==> src/rtl/sseg_pkg.sv <==
// Shared constants, conversion FSM states and the seven-segment glyph table
// for the multiplexed display scanner.
package sseg_pkg;

    localparam int NUM_DIGITS = 8;
    localparam int DIGIT_W    = $clog2(NUM_DIGITS);
    localparam int NUM_BITS   = 32;
    localparam int BIT_CNT_W  = $clog2(NUM_BITS);

    typedef enum logic [1:0] {
        ST_IDLE  = 2'd0,
        ST_SHIFT = 2'd1,
        ST_DONE  = 2'd2
    } conv_state_e;

    // Active-low abcdefg glyphs; entry 0 sits in the least significant slot.
    localparam logic [15:0][6:0] SEG_TABLE = {
        7'b0111000,  // F
        7'b0110000,  // E
        7'b1000010,  // d
        7'b0110001,  // C
        7'b1100000,  // b
        7'b0001000,  // A
        7'b0000100,  // 9
        7'b0000000,  // 8
        7'b0001111,  // 7
        7'b0100000,  // 6
        7'b0100100,  // 5
        7'b1001100,  // 4
        7'b0000110,  // 3
        7'b0010010,  // 2
        7'b1001111,  // 1
        7'b0000001   // 0
    };

    localparam logic [6:0] SEG_BLANK = 7'b1111111;

    function automatic logic [6:0] seg_encode(input logic [3:0] nibble);
        return SEG_TABLE[nibble];
    endfunction

endpackage

==> src/rtl/sseg_scan_driver_if.sv <==
// Host-side bundle of the display driver: load request, value, mode and the
// busy / segment / anode outputs.
interface sseg_scan_driver_if;
    import sseg_pkg::*;

    logic                  load;
    logic                  dec;
    logic [NUM_BITS-1:0]   num;
    logic                  busy;
    logic [6:0]            segments;
    logic [NUM_DIGITS-1:0] anodes;

    modport master (
        output load,
        output dec,
        output num,
        input  busy,
        input  segments,
        input  anodes
    );

    modport slave (
        input  load,
        input  dec,
        input  num,
        output busy,
        output segments,
        output anodes
    );

endinterface

==> src/rtl/sseg_scan_driver_bin2bcd_seq.sv <==
// Sequential double-dabble: one binary bit per cycle, MSB first. Only the low
// eight BCD digits are kept, so the result is the input modulo 10^8.
module bin2bcd_seq
    import sseg_pkg::*;
(
    input  logic                clk,
    input  logic                rst_n,
    input  logic                start,
    input  logic [NUM_BITS-1:0] bin,
    output logic                busy,
    output logic                done,
    output logic [NUM_BITS-1:0] bcd
);

    conv_state_e          state_q, state_d;
    logic [NUM_BITS-1:0]  shift_q, shift_d;
    logic [NUM_BITS-1:0]  bcd_q, bcd_d;
    logic [BIT_CNT_W-1:0] bit_cnt_q, bit_cnt_d;
    logic [NUM_BITS-1:0]  bcd_adj;

    // Dropping carries out of the top digit is what yields the mod 10^8 result.
    for (genvar gi = 0; gi < NUM_DIGITS; gi++) begin : g_adj
        assign bcd_adj[4*gi +: 4] = (bcd_q[4*gi +: 4] >= 4'd5) ?
                                    (bcd_q[4*gi +: 4] + 4'd3) :
                                    bcd_q[4*gi +: 4];
    end

    always_ff @(posedge clk) begin
        if (!rst_n) begin
            state_q   <= ST_IDLE;
            shift_q   <= '0;
            bcd_q     <= '0;
            bit_cnt_q <= '0;
        end else begin
            state_q   <= state_d;
            shift_q   <= shift_d;
            bcd_q     <= bcd_d;
            bit_cnt_q <= bit_cnt_d;
        end
    end

    always_comb begin
        state_d   = state_q;
        shift_d   = shift_q;
        bcd_d     = bcd_q;
        bit_cnt_d = bit_cnt_q;
        done      = 1'b0;
        busy      = (state_q != ST_IDLE);

        case (state_q)
            ST_IDLE: begin
                if (start) begin
                    shift_d   = bin;
                    bcd_d     = '0;
                    bit_cnt_d = '0;
                    state_d   = ST_SHIFT;
                end
            end
            ST_SHIFT: begin
                bcd_d     = {bcd_adj[NUM_BITS-2:0], shift_q[NUM_BITS-1]};
                shift_d   = {shift_q[NUM_BITS-2:0], 1'b0};
                bit_cnt_d = bit_cnt_q + 1'b1;
                if (bit_cnt_q == BIT_CNT_W'(NUM_BITS - 1)) begin
                    state_d = ST_DONE;
                end
            end
            ST_DONE: begin
                done    = 1'b1;
                state_d = ST_IDLE;
            end
            default: begin
                state_d = ST_IDLE;
            end
        endcase
    end

    assign bcd = bcd_q;

endmodule

==> src/rtl/sseg_scan_driver.sv <==
// Eight-digit multiplexed seven-segment driver with hex pass-through and
// sequential binary-to-decimal conversion of the loaded value.
module sseg_scan_driver
    import sseg_pkg::*;
#(
    parameter int REFRESH_DIV = 1000
) (
    input  logic               clk,
    input  logic               rst_n,
    sseg_scan_driver_if.slave  bus
);

    localparam int                CNT_W   = $clog2(REFRESH_DIV);
    localparam logic [CNT_W-1:0]  CNT_MAX = CNT_W'(REFRESH_DIV - 1);

    logic [CNT_W-1:0]      cnt_q, cnt_d;
    logic [DIGIT_W-1:0]    digit_q, digit_d;
    logic [NUM_BITS-1:0]   display_q, display_d;
    logic [NUM_DIGITS-1:0] anodes_q, anodes_d;
    logic [6:0]            segments_q, segments_d;

    logic                  conv_busy;
    logic                  conv_done;
    logic [NUM_BITS-1:0]   conv_bcd;
    logic                  hex_load;
    logic                  dec_start;
    logic [3:0]            digit_nib [NUM_DIGITS];
    logic [3:0]            cur_nib;

    // Requests arriving while a conversion runs are dropped, not queued.
    assign hex_load  = bus.load & ~bus.dec & ~conv_busy;
    assign dec_start = bus.load &  bus.dec & ~conv_busy;

    bin2bcd_seq u_bin2bcd (
        .clk   (clk),
        .rst_n (rst_n),
        .start (dec_start),
        .bin   (bus.num),
        .busy  (conv_busy),
        .done  (conv_done),
        .bcd   (conv_bcd)
    );

    for (genvar gi = 0; gi < NUM_DIGITS; gi++) begin : g_digit
        assign digit_nib[gi] = display_q[4*gi +: 4];
        assign anodes_d[gi]  = (digit_q != DIGIT_W'(gi));
    end

    assign cur_nib = digit_nib[digit_q];

    always_comb begin
        cnt_d      = cnt_q + 1'b1;
        digit_d    = digit_q;
        display_d  = display_q;
        segments_d = seg_encode(cur_nib);

        if (cnt_q == CNT_MAX) begin
            cnt_d   = '0;
            digit_d = (digit_q == DIGIT_W'(NUM_DIGITS - 1)) ? '0 : (digit_q + 1'b1);
        end

        if (hex_load) begin
            display_d = bus.num;
        end else if (conv_done) begin
            display_d = conv_bcd;
        end
    end

    // Anodes and segments both follow the current digit index, so they move
    // together and the first digit gets its full refresh period after reset.
    always_ff @(posedge clk) begin
        if (!rst_n) begin
            cnt_q      <= '0;
            digit_q    <= '0;
            display_q  <= '0;
            anodes_q   <= '1;
            segments_q <= SEG_BLANK;
        end else begin
            cnt_q      <= cnt_d;
            digit_q    <= digit_d;
            display_q  <= display_d;
            anodes_q   <= anodes_d;
            segments_q <= segments_d;
        end
    end

    assign bus.busy     = conv_busy;
    assign bus.segments = segments_q;
    assign bus.anodes   = anodes_q;

endmodule

==> src/flat_wrapper.sv <==
// flat-port wrapper written by rule: the top's interface ports become plain ports
module sseg_scan_driver_flat import sseg_pkg::*;
#(
    parameter int REFRESH_DIV = 1000
)
  (clk, rst_n, bus_load, bus_dec, bus_num, bus_busy, bus_segments, bus_anodes);
  sseg_scan_driver_if bus_i ();
  input  logic clk;
  input  logic rst_n;
  input wire logic [$bits(bus_i.load)-1:0] bus_load;
  input wire logic [$bits(bus_i.dec)-1:0] bus_dec;
  input wire logic [$bits(bus_i.num)-1:0] bus_num;
  output wire logic [$bits(bus_i.busy)-1:0] bus_busy;
  output wire logic [$bits(bus_i.segments)-1:0] bus_segments;
  output wire logic [$bits(bus_i.anodes)-1:0] bus_anodes;
  assign bus_i.load = bus_load;
  assign bus_i.dec = bus_dec;
  assign bus_i.num = bus_num;
  assign bus_busy = bus_i.busy;
  assign bus_segments = bus_i.segments;
  assign bus_anodes = bus_i.anodes;
  sseg_scan_driver #(.REFRESH_DIV(REFRESH_DIV)) u_core (.clk(clk), .rst_n(rst_n), .bus(bus_i));
endmodule
==> config.mk <==
export PLATFORM = sky130hd
export DESIGN_NAME = sseg_scan_driver_flat
export DESIGN_NICKNAME = d
export VERILOG_FILES = /design/src/rtl/sseg_pkg.sv /design/src/rtl/sseg_scan_driver_if.sv /design/src/rtl/sseg_scan_driver_bin2bcd_seq.sv /design/src/rtl/sseg_scan_driver.sv /design/src/flat_wrapper.sv
export SDC_FILE = /design/constraint.sdc
export NUM_CORES = 1
export LEC_CHECK = 0
export CAP_MARGIN = 15
export CELL_PAD_IN_SITES_DETAIL_PLACEMENT = 1
export CELL_PAD_IN_SITES_GLOBAL_PLACEMENT = 2
export CORE_ASPECT_RATIO = 2
export CORE_MARGIN = 2
export CORE_UTILIZATION = 40
export CTS_BUF_LIST = sky130_fd_sc_hd__clkbuf_8
export CTS_CLUSTER_DIAMETER = 200
export DETAILED_ROUTE_END_ITERATION = 10
export PLACE_DENSITY_LB_ADDON = 0.1
export SYNTH_ARGS = -nofsm -noshare
export SYNTH_HDL_FRONTEND = slang
export SYNTH_SLANG_ARGS = --single-unit
==> constraint.sdc <==
create_clock -name clk -period 4.5 [get_ports clk]
set_clock_uncertainty 0.15 [all_clocks]
set_input_delay 0.675 -clock clk [delete_from_list [all_inputs] [get_ports clk]]
set_output_delay 0.675 -clock clk [all_outputs]
set_load 0.02 [all_outputs]
==> results of run 1 <==
worst max-delay path, delay by kind of cell (launching register included):
family,cells,cell delay (ns)
buffers and inverters,1,0.17
flip-flops,1,0.66
multiplexers,2,1.00
adder cells (fa/ha/maj),1,0.26
AO/OA/AOI/OAI,2,0.32
metal layers:
layer / global-route usage [%] / up-vias
met5: 0 / -
met4: 8.42 / 0
met3: 3.63 / 17
met2: 45.1 / 78
met1: 23.2 / 2573
li1: - / 2541
power groups by stage:
stage | combinational [mW] | sequential (mW) | clock (mW)
after detailed placement | 0.273 | 1.26 | 0
after global routing | 0.298 | 1.24 | 1.20
final | 0.270 | 1.23 | 1.12
after CTS | 0.274 | 1.23 | 1.15
after floorplan | 0.153 | 1.26 | 0
after global placement | 0.269 | 1.26 | 0
logic make-up after synthesis:
logic type | after synthesis | share of synthesized area, %
fa+ha+maj | 31 | 6.21
buf+inv | 74 | 4.85
xor+xnor | 25 | 3.50
compound gates | 175 | 17.5
flops | 131 | 42.0
simple gates | 212 | 15.3
mux | 56 | 10.6
through the flow:
stage / setup slack, ns / instance area (µm²) / util, %
floorplan: 2.23 / 6250 / -
global placement: 1.71 / 6930 / 45.3
detailed placement: 1.70 / 6930 / 45.3
CTS: 1.77 / 7360 / 48.1
global route: 1.58 / 7360 / 48.1
finish: 1.81 / 7360 / 48.1
sequential cells by signal, summed over array words and instances, names as in the netlist:
signal / count
u_core.bus.anodes: 8
u_core.digit_q: 3
u_core.u_bin2bcd.state_q: 2
u_core.display_q: 32
u_core.bus.segments: 7
u_core.u_bin2bcd.bcd: 32
u_core.u_bin2bcd.shift_q: 32
u_core.cnt_q: 10
u_core.u_bin2bcd.bit_cnt_q: 5
layout make-up:
| type | instances | area [µm²] |
|---|---|---|
| repair buffers | 62 | 631 |
| clock inverters | 15 | 200 |
| multi-input cells | 499 | 3340 |
| inverters | 23 | 86.3 |
| fillers | 1787 | 7930 |
| flip-flops and latches | 131 | 2620 |
| well taps | 198 | 248 |
| clock buffers | 17 | 234 |
cells in the final DEF, fill, tap and decap left out, types with 2 or more instances in the layout:
master,synthesis,routed
dfxtp_1,131,131
a21oi_1,64,64
nor2_1,64,63
nand2_1,59,59
clkdlybuf4s50_1,0,51
mux2i_1,39,39
nand3_1,34,34
a211oi_1,32,32
a22oi_1,31,31
ha_1,31,31
inv_1,21,25
nor3_1,17,17
clkbuf_8,0,17
o21ai_0,15,15
xor2_1,14,14
nand2b_1,12,12
o21ai_1,12,12
xnor2_1,11,11
and2_1,10,10
a31oi_1,9,9
mux2_2,8,8
buf_4,1,8
mux4_2,6,6
and3_1,6,6
bufinv_16,0,5
inv_2,2,3
nand4_1,3,3
clkinv_2,0,3
buf_12,0,3
mux2_1,2,2
nor2b_4,0,2
o211ai_1,2,2
how the worst min path moves through the flow:
stage / startpoint / end / cells after the start
global placement: u_core.cnt_q[0] / u_core.cnt_q[0] / 1
detailed placement: u_core.u_bin2bcd.shift_q[27] / u_core.u_bin2bcd.shift_q[27] / 2
global route: u_core.cnt_q[0] / u_core.cnt_q[0] / 1
finish: u_core.cnt_q[0] / u_core.cnt_q[0] / 1
floorplan: u_core.cnt_q[0] / u_core.cnt_q[0] / 1
CTS: u_core.u_bin2bcd.shift_q[4] / u_core.u_bin2bcd.shift_q[4] / 2
==> results.toml, run 1 <==
[detailed_routing]
ant_nets = 0
remaining_drc_errors = 0
vias = 5209
drt_iter0_markers = 236
wl_met1_mm = 6.84
routed_wl_mm = 18.2
drt-wirelength-per-cell_um = 19.3
wl_met3_um = 340
via_per_inst = 5.51
routed.top_layer = "met4"
routed-wl-met2_mm = 10.7
dr.pass1.iters = 4

[timing]
max_freq_ghz = 0.372
worstMarginPinSlew_ns = 1.08
finalCritPeriodShare_pct = 59.8
finalSetupViolCount = 0
rsz0062_at_grt = "no"
setup_tns_ns = 0
period_minus_slack_ns = 2.69
slew_violations = 0
finalHoldViolations = 0
hold_slack_ns = 0.309
relSlewSlack_pct = 27.7

[setup_path]
slowest_delay_ns = 0.66
critPathLaunchType = "register"
r2r_slack_ns = 1.81
worst-setup-path-type = "register to register"
worst-r2r-cell-count = 6
arrival_ns = 2.85
cp-endpoint = "u_core.bus.segments[6]"
crit_chain = "mux4_2, mux2i_1, inv_1, ha_1, a211oi_2, o31ai_2"
regToRegEndpoint = "u_core.bus.segments[6]"
startpoint = "u_core.digit_q[1]"
worstPathRequired_ns = 4.66
reg2reg_from = "u_core.digit_q[1]"
crit_path_max_fanout = 12
worst_path_max_delay_cell = "dfxtp_1"
endpoint_kind = "register"

[floorplan]
fp-row-count = 64
core_area_um2 = 15300
die_area_um2 = 16700
die_h_um = 181
ios = 52
die_x_um = 92.4
start_util_pct = 40.8

[placed_design]
post-place-cells = 913
routabilityCongestion = 0.821
io_buffers = 51
dp_hpwl_mm = 13.2

[cts]
clk_latency_ns = 0.44
cts_tree = "built"
holdBufCountCts = 0
cts_max_level = 4
cts_buffers = 17
post_cts_resized = 0
clk_path_buf_depth = 2
clock_sinks = 131
cts_setup_buffers = 0
ctsRootBufferMaster = "clkbuf_8"
clk_pin_slew_ns = 0.08

[power]
switching_share_pct = 25.0
p_sw_mw = 0.656
p_seq_share_pct = 47.1
p_total_mw = 2.62
clkPwrFrac_pct = 42.6
ir_drop_mv = 0.185
p_leak_nw = 2.60
internal_power_mw = 1.96
powerDensity_nw_per_um2 = 356
p_comb_share_pct = 10.3

[synth]
netlist_area_um2 = 6250
ys_seq_area_share_pct = 42.0
yosysMostFrequentCell = "dfxtp_1"
synth_top_area_cell = "dfxtp_1"
synth-main-ff-cell = "dfxtp_1"
synth-async-reset-ratio_pct = 0
syn_avg_cell_area_um2 = 8.87
synth_edf_count = 0
synth_top_area_share_pct = 42.0
synth_fp_nets = 771
ys_types = 46
ys_top_cells_by_area = "dfxtp_1, mux2i_1, ha_1"
yosys_warnings = 0
ys_ff_latch = 131
synth_common_cells = "dfxtp_1, a21oi_1, nor2_1"
synthCells = 704

[cells_and_area]
nets = 801
diodes = 0
stdcell_count = 945
drive_gt1_share_pct = 8.30
area_growth_pct = 17.8

[global_routing]
grt_pass1_vias = 5457
overflow = 0
antenna_found_initial = 0
grt_pass1_wl_mm = 29.3
grt_start_max_net_pins = 65
track_usage_pct = 22.8

[run_status]
outcome = "finished clean"

[min_path]
hp-class = "register to register"

[job]
max-cap-violations = 0
(Power assumes the default switching activity.)
==> run 2: changes to the inputs <==
--- a/config.mk
+++ b/config.mk
@@ -10,7 +10,7 @@
 export CELL_PAD_IN_SITES_GLOBAL_PLACEMENT = 2
 export CORE_ASPECT_RATIO = 2
 export CORE_MARGIN = 2
-export CORE_UTILIZATION = 40
+export CORE_UTILIZATION = 37
 export CTS_BUF_LIST = sky130_fd_sc_hd__clkbuf_8
 export CTS_CLUSTER_DIAMETER = 200
 export DETAILED_ROUTE_END_ITERATION = 10
==> constraint.sdc (replaced) <==
create_clock -name clk -period 2.7 [get_ports clk]
set_clock_uncertainty 0.15 [all_clocks]
set_input_delay 0.405 -clock clk [delete_from_list [all_inputs] [get_ports clk]]
set_output_delay 0.405 -clock clk [all_outputs]
set_load 0.02 [all_outputs]
==> run 2 against run 1 <==
Core utilization decreased by 4.0 points; combinational power is 69% higher; first-iteration DRC count is 30% lower; sequential power up 67%; largest cell class unchanged.
==> results.toml, run 2 (same netlist as run 1, synthesis figures left out) <==
[run_status]
outcome = "finished clean"

[cts]
clock_sinks = 131
cts_buffers = 17
cts_tree = "built"
clk_latency_ns = 0.45
holdBufCountCts = 0
post_cts_resized = 0
clk_pin_slew_ns = 0.08
cts_max_level = 4
ctsRootBufferMaster = "clkbuf_8"
cts_setup_buffers = 0
clk_path_buf_depth = 2

[setup_path]
worstPathRequired_ns = 2.93
critPathLaunchType = "register"
endpoint_kind = "register"
arrival_ns = 2.61
regToRegEndpoint = "u_core.bus.segments[3]"
worst-setup-path-type = "register to register"
r2r_slack_ns = 0.31
reg2reg_from = "u_core.digit_q[1]"
crit_path_max_fanout = 5
worst-r2r-cell-count = 7
startpoint = "u_core.digit_q[1]"
cp-endpoint = "u_core.bus.segments[3]"

[detailed_routing]
ant_nets = 0
drt_iter0_markers = 166
routed_wl_mm = 18.6
via_per_inst = 5.50
drt-wirelength-per-cell_um = 19.4
vias = 5276
remaining_drc_errors = 0
dr.pass1.iters = 6

[global_routing]
grt_start_max_net_pins = 65
track_usage_pct = 21.8
grt_pass1_vias = 5557
antenna_found_initial = 0
overflow = 0
grt_pass1_wl_mm = 29.7

[cells_and_area]
area_growth_pct = 17.8
final_cell_mix = "dfxtp_1, a21oi_1, nor2_1, nand2_1, clkdlybuf4s50_1"
nets = 807
drive_gt1_share_pct = 9.57
multi_input_area_um2 = 3340
seq_area_um2 = 2620
final_common_cell = "dfxtp_1"
diodes = 0
n_fill_cell = 1961

[floorplan]
ios = 52
core_area_um2 = 16700
start_util_pct = 37.4
die_area_um2 = 18000
die_h_um = 188
die_x_um = 95.9
fp-row-count = 67

[power]
p_total_mw = 4.04
ir_drop_mv = 0.278
p_leak_nw = 2.56
powerDensity_nw_per_um2 = 549

[timing]
setup_tns_ns = 0
slew_violations = 0
period_minus_slack_ns = 2.39
finalSetupViolCount = 0
finalHoldViolations = 0
worst_slack_ns = 0.313
finalCritPeriodShare_pct = 88.4
rsz0062_at_grt = "no"
relSlewSlack_pct = 54.2
max_freq_ghz = 0.419
worstMarginPinSlew_ns = 0.687
hold_slack_ns = 0.304

[min_path]
hp-class = "register to register"

[placed_design]
dp_hpwl_mm = 13.6
io_buffers = 51
dp_slack_ns = 0.306
routabilityCongestion = 0.811

[job]
max-cap-violations = 0
==> run 2: changes by cell type in the layout (fill, tap and decap cells not counted) <==
cell / delta
clkinv_4: +1
bufinv_16: -4
buf_12: +2
inv_1: -5
buf_4: +4
clkinv_2: +2
clkinvlp_4: +5
==> run 2: critical path, cell delays in order (launching register included) <==
cell and delay [ns]:
dfxtp_1 0.50, mux4_2 0.55, mux2_2 0.34, inv_2 0.12
ha_1 0.25, nor3_1 0.19, a21oi_1 0.06, a32oi_1 0.15
==> run 2: cell type report <==
type	instances	share of cell area, %
sequential	131	35.6
clock inverter	14	1.60
clock buffer	17	3.18
timing repair buffer	68	9.52
tap	207	3.52
inverter	23	1.17
multi-input combinational	499	45.4
==> run 2: metrics by stage <==
stage / utilization, % / cells / area [µm²]
final: 44.1 / 959 / 7360
after global routing: 44.1 / 959 / 7360
after CTS: 44.1 / 959 / 7360
after detailed placement: 42.0 / 928 / 7010
after global placement: 42.0 / 928 / 7010
after floorplan: - / 704 / 6250
==> run 2: where the power goes <==
part | internal (mW) | switching (mW) | leakage, nW
Sequential | 2.01 | 0.0478 | 1.07
Clock | 0.712 | 0.813 | 0.165
Combinational | 0.191 | 0.264 | 1.33
==> run 2: worst min path at each step <==
stage	startpoint	to	slack [ns]	cells past startpoint
after detailed placement	u_core.cnt_q[0]	u_core.cnt_q[0]	0.28	1
after global routing	u_core.cnt_q[0]	u_core.cnt_q[0]	0.32	1
after CTS	u_core.cnt_q[0]	u_core.cnt_q[0]	0.30	1
final	u_core.cnt_q[0]	u_core.cnt_q[0]	0.30	1
after floorplan	u_core.cnt_q[0]	u_core.cnt_q[0]	0.26	1
after global placement	u_core.cnt_q[0]	u_core.cnt_q[0]	0.28	1
==> run 2: layer usage <==
metal	vias up	global-route usage (%)	wire length [µm]
met5	-	0	0
met4	0	10.2	609
met3	37	3.13	413
met2	86	41.4	10600
met1	2600	22.3	7000
li1	2553	-	-
